File: config.mk
export PLATFORM = sky130hd
export DESIGN_NAME = ring_code_monitor
export DESIGN_NICKNAME = d
export VERILOG_FILES = /design/src/rtl/ring_code_monitor.sv
export SDC_FILE = /design/constraint.sdc
export NUM_CORES = 1
export LEC_CHECK = 0
export ABC_AREA = 1
export BUFFER_PORTS_ARGS = -buffer_cell sky130_fd_sc_hd__buf_2
export CAP_MARGIN = 10
export CORE_MARGIN = 2
export CORE_UTILIZATION = 42
export CTS_CLUSTER_SIZE = 10
export DETAILED_ROUTE_END_ITERATION = 7
export PLACE_DENSITY = 0.63
export SYNTH_ARGS = -nofsm -noshare
export SYNTH_HDL_FRONTEND = slang
export SYNTH_SLANG_ARGS = --single-unit
File: constraint.sdc
create_clock -name Clk -period 1.9 [get_ports Clk]
set_input_delay 0.095 -clock Clk [delete_from_list [all_inputs] [get_ports Clk]]
set_output_delay 0.095 -clock Clk [all_outputs]
set_load 0.1 [all_outputs]
File: src/rtl/ring_code_monitor.sv
// Decoder and integrity monitor for a one-hot ring counter: binary index, step checks, lock FSM.
// Optional saturating error counter is compiled in when RING_ERR_COUNT_EN is defined.
module ring_code_monitor #(
    parameter int N        = 4,
    parameter int LOCK_CNT = 4,
    parameter int CNT_W    = 8
) (
    input  logic                 Clk,
    input  logic                 resetn,
    input  logic                 en,
    input  logic [N-1:0]         ring_in,
    output logic [$clog2(N)-1:0] idx_out,
    output logic                 valid,
    output logic                 err_onehot,
    output logic                 err_seq,
    output logic                 locked,
    output logic [CNT_W-1:0]     err_count
);
    localparam int IDX_W = $clog2(N);
    localparam int GC_W  = $clog2(LOCK_CNT + 1);
    localparam logic [GC_W-1:0] LOCK_MAX = GC_W'(LOCK_CNT);

    typedef enum logic {ST_UNLOCKED = 1'b0, ST_LOCKED = 1'b1} state_t;

    function automatic logic is_onehot(input logic [N-1:0] v);
        logic seen;
        logic multi;
        seen  = 1'b0;
        multi = 1'b0;
        for (int i = 0; i < N; i++) begin
            if (v[i]) begin
                if (seen) multi = 1'b1;
                else      multi = multi;
                seen = 1'b1;
            end else begin
                seen = seen;
            end
        end
        return seen & ~multi;
    endfunction

    function automatic logic [IDX_W-1:0] encode(input logic [N-1:0] v);
        logic [IDX_W-1:0] idx;
        idx = {IDX_W{1'b0}};
        for (int i = 0; i < N; i++) begin
            if (v[i]) idx = IDX_W'(i);
            else      idx = idx;
        end
        return idx;
    endfunction

    function automatic logic [N-1:0] rotl(input logic [N-1:0] v);
        return {v[N-2:0], v[N-1]};
    endfunction

    logic [N-1:0]     s_q, s_prev_q;
    logic             e_q, e_prev_q, have_prev_q;
    logic [GC_W-1:0]  good_cnt_q, good_cnt_d;
    state_t           state_q, state_d;
    logic [IDX_W-1:0] idx_q, idx_d;
    logic             valid_q, valid_d;
    logic             err_onehot_q, err_onehot_d;
    logic             err_seq_q, err_seq_d;
    logic             locked_q, locked_d;

    logic             onehot_s, match_s, seq_bad_s, good_s;
    logic [N-1:0]     exp_s;

    // Classify the staged sample and compute the lock FSM and output updates.
    // have_prev_q low means s_q still holds the reset value rather than a real sample.
    always_comb begin
        onehot_s     = is_onehot(s_q);
        exp_s        = e_prev_q ? rotl(s_prev_q) : s_prev_q;
        match_s      = (s_q == exp_s);
        seq_bad_s    = onehot_s & ~match_s & have_prev_q & (state_q == ST_LOCKED);
        good_s       = onehot_s & ((good_cnt_q == {GC_W{1'b0}}) | match_s);
        state_d      = state_q;
        good_cnt_d   = good_cnt_q;
        idx_d        = {IDX_W{1'b0}};
        valid_d      = 1'b0;
        err_onehot_d = 1'b0;
        err_seq_d    = 1'b0;
        if (have_prev_q) begin
            idx_d        = onehot_s ? encode(s_q) : {IDX_W{1'b0}};
            valid_d      = onehot_s;
            err_onehot_d = ~onehot_s;
            err_seq_d    = seq_bad_s;
            case (state_q)
                ST_UNLOCKED: begin
                    if (good_s) begin
                        if (good_cnt_q != LOCK_MAX) good_cnt_d = good_cnt_q + GC_W'(1);
                        else                        good_cnt_d = good_cnt_q;
                    end else if (onehot_s) begin
                        good_cnt_d = GC_W'(1);
                    end else begin
                        good_cnt_d = {GC_W{1'b0}};
                    end
                    if (good_cnt_d == LOCK_MAX) state_d = ST_LOCKED;
                    else                        state_d = ST_UNLOCKED;
                end
                ST_LOCKED: begin
                    if (~onehot_s | seq_bad_s) begin
                        state_d    = ST_UNLOCKED;
                        good_cnt_d = {GC_W{1'b0}};
                    end else begin
                        state_d    = ST_LOCKED;
                        good_cnt_d = good_cnt_q;
                    end
                end
                default: begin
                    state_d    = ST_UNLOCKED;
                    good_cnt_d = {GC_W{1'b0}};
                end
            endcase
        end else begin
            state_d    = state_q;
            good_cnt_d = good_cnt_q;
        end
        locked_d = (state_d == ST_LOCKED);
    end

    // Input pipeline, lock FSM state and registered outputs.
    always_ff @(posedge Clk or negedge resetn) begin
        if (!resetn) begin
            s_q          <= {N{1'b0}};
            e_q          <= 1'b0;
            s_prev_q     <= {N{1'b0}};
            e_prev_q     <= 1'b0;
            have_prev_q  <= 1'b0;
            good_cnt_q   <= {GC_W{1'b0}};
            state_q      <= ST_UNLOCKED;
            idx_q        <= {IDX_W{1'b0}};
            valid_q      <= 1'b0;
            err_onehot_q <= 1'b0;
            err_seq_q    <= 1'b0;
            locked_q     <= 1'b0;
        end else begin
            s_q          <= ring_in;
            e_q          <= en;
            s_prev_q     <= s_q;
            e_prev_q     <= e_q;
            have_prev_q  <= 1'b1;
            good_cnt_q   <= good_cnt_d;
            state_q      <= state_d;
            idx_q        <= idx_d;
            valid_q      <= valid_d;
            err_onehot_q <= err_onehot_d;
            err_seq_q    <= err_seq_d;
            locked_q     <= locked_d;
        end
    end

    assign idx_out    = idx_q;
    assign valid      = valid_q;
    assign err_onehot = err_onehot_q;
    assign err_seq    = err_seq_q;
    assign locked     = locked_q;

`ifdef RING_ERR_COUNT_EN
    logic [CNT_W-1:0] err_count_q, err_count_d;

    // Saturating count of error pulses; the two pulses never coincide.
    always_comb begin
        if ((err_onehot_d | err_seq_d) && (err_count_q != {CNT_W{1'b1}}))
            err_count_d = err_count_q + CNT_W'(1);
        else
            err_count_d = err_count_q;
    end

    // Error counter register.
    always_ff @(posedge Clk or negedge resetn) begin
        if (!resetn) err_count_q <= {CNT_W{1'b0}};
        else         err_count_q <= err_count_d;
    end

    assign err_count = err_count_q;
`else
    assign err_count = {CNT_W{1'b0}};
`endif

endmodule

==> results.md <==
- Run status: finished, final reports clean
- Initial antenna violation count: 0
- Hold buffer count at CTS: 6
- Post-synth cell types: 19
- Layout cells sized above 1: 0.194
- Pwr Total: 1060 uW
- Maximum clock path buffer count: 2
- Largest net degree at the start of global routing: 21
- WP data arrival: 1.78 ns
- Crit share post-route: 0.811
- Time the worst path needs with I/O delays and setup: 1.54 ns
- GR Util met1: 0.170
- Largest area contributor in the netlist: dfrtp_1
- Clk sinks: 20
- Total congestion overflow: 0
- GR peak layer: met2
- Die area: 2720 um^2
- Clock group share of total power: 0.332
- Worst skew pair latency: 0.31 ns
- H-tree levels: 1
- Peak VDD IR: 507 uV
- Vias in the first global route: 655
- DP Cell Count: 157
- Clock Pin Slew Worst Setup and Hold Paths: 0.12 ns
- Antenna-violating nets left: 0
- Total net switching power: 349 uW
- Synth warn: 0
- Design Area, Final: 1150 um^2
- Slew Limit Fails: 0
- Sequential share of the synthesized area: 0.515
- Cell Int Power: 710 uW
- DR vias/cell: 4.46
- Diode count: 0
- Setup CP Type: flip-flop to flip-flop
- Initial detailed-routing violation count: 12
- Sequential Area: 500 um^2
- Setup Viol. Count Final: 0
- Synth top area share: 0.515
- WL/cell: 9.46 um
- RSZ-0062 raised after global routing: no
- Power Density: 924 nW/um^2
- Die W: 52.1 um
- Final net count: 149
- Gate power share: 0.228
- R2R Setup Slk: 0.36 ns
- Die H: 52.1 um
- Num ports: 21
- Total CTS buffers: 3
- Synth-to-layout area growth: 17.9%
- Global placer's final weighted congestion: 0.845
- CTS resizes: 0
- DR vias: 744
- Commonest cells in the netlist: 38 x nand2_1, 20 x dfrtp_1, 14 x inv_1
- Flops & latches, synth: 20
- DP HPWL: 1.17 mm
- Number of max-cap violations: 0
- Row cnt: 17
- CTS root buf: clkbuf_4
- Max Freq: 649 MHz
- Avg Inst Size Synth: 8.24 um^2
- Critical Path Fanout Max: 3
- Dpl cell area: 1030 um^2
- Cells after Synth: 118
- Lkg Pwr: 0.000639 uW
- CTS tree: done
- Required time of the critical path: 2.14 ns
- Number of fill cells: 214
- Async S/R FF share, synth: 1.00
- Multi-input logic area: 374 um^2
- Non-filler cells, final: 167
- Clock skew: 0.00774 ns
- Crit path capture type: flip-flop
- Total Routed Length: 1.58 mm
- Netlist Area Pre-Place: 972 um^2
- Hold Violations, Final: 0
- GRT Total Usage: 0.141
- Core area: 2190 um^2
- Number of synthesized flops with an enable pin: 0
- Worst Hold Class: input pin to asynchronous set/reset pin
- Initial Util: 0.444
- Most common cell in the netlist: nand2_1
- Sequential power share: 0.440
- Met2 Use GR: 0.222
- Post CTS Setup Buffer Count: 0
- Ys flop type: dfrtp_1
- GR Layer Usage met3: 0.0345
- Initial DRT Pass Iterations: 4
- Fin Setup TNS: 0 ns
- Drt drc: 0
- CP Launch Type: flip-flop
- Synth area leaders: dfrtp_1 51%, nand2_1 15%, buf_4 6.2%
- Global-route wire length before repair: 2.70 mm
- Number of I/O port buffers: 12
- Sw Ratio: 0.330
[layout by cell type, fill, tap and decap left out, drive strengths merged]
cell type,count
conb,9
nand3,10
buf,12
dfrtp,20
and3,1
nand2,40
ha,2
inv,17
a21oi,4
clkbuf,3
xor2,1
o21ai,5
nor2,8
dlygate4sd3,6
bufinv,1
[metrics by stage]
stage | hold slack, ns | util | worst slack (ns)
floorplan | -0.201 | - | 0.320
global placement | 0.0596 | 0.472 | 0.458
detailed placement | 0.0623 | 0.472 | 0.360
CTS | 0.248 | 0.523 | 0.331
global route | 0.253 | 0.523 | 0.156
finish | 0.234 | 0.523 | 0.359
[power groups by stage]
stage / clock [uW] / sequential [uW] / combinational, uW
after floorplan: 0 / 528 / 153
after global placement: 0 / 473 / 229
after detailed placement: 0 / 474 / 234
after CTS: 360 / 466 / 244
after global routing: 379 / 470 / 260
final: 351 / 466 / 242
[layout make-up]
type                            count  share of cell area
Clock buffer                        3              0.0197
Clock inverter                      1              0.0262
Inverter                           17              0.0557
Multi-Input combinational cell     80               0.326
Sequential cell                    20               0.437
Tap cell                           28              0.0306
Timing Repair Buffer               18               0.105
[path summary, 6_finish.rpt]
path | start | endpoint | cells past startpoint
worst max-delay path | good_cnt_q[0] | locked | 8
worst min-delay path | resetn | e_q | 2
worst max register to register | good_cnt_q[0] | locked | 8
worst min register to register | e_q | e_prev_q | 0
max in group asynchronous | resetn | valid | 2
min in group Clk | e_q | e_prev_q | 0
[critical path, cell delays in order (launching register included)]
cell     delay, ns
dfrtp_1       0.39
inv_1         0.11
ha_1          0.20
nand2_1       0.10
a21oi_1       0.25
nand3_1       0.10
nor2_1        0.12
nand3_2       0.09
a21oi_2       0.11
[metal layers]
metal,part of all wire,vias up
li1,-,384
met1,0.45,334
met2,0.47,21
met3,0.046,5
met4,0.025,0
met5,0,-
[kinds of logic (layout without fill, tap and decap cells)]
kind of cell / count (synthesis) / after routing / synth area share
AO/OA/AOI/OAI: 9 / 9 / 0.0579
XOR/XNOR: 1 / 1 / 0.00901
adder cells (fa/ha/maj): 2 / 2 / 0.0257
buffers and inverters: 25 / 39 / 0.127
flip-flops: 20 / 20 / 0.515
other: 2 / 9 / 0.00772
AND/OR/NAND/NOR: 59 / 59 / 0.257
[registers in the layout, summed over array words and instances, names as in the netlist]
register / flops
s_prev_q: 4
s_q: 4
good_cnt_q: 3
idx_out: 2
e_prev_q: 1
e_q: 1
err_onehot: 1
err_seq: 1
have_prev_q: 1
locked: 1
valid: 1
Power figures use the tool's default switching activity.
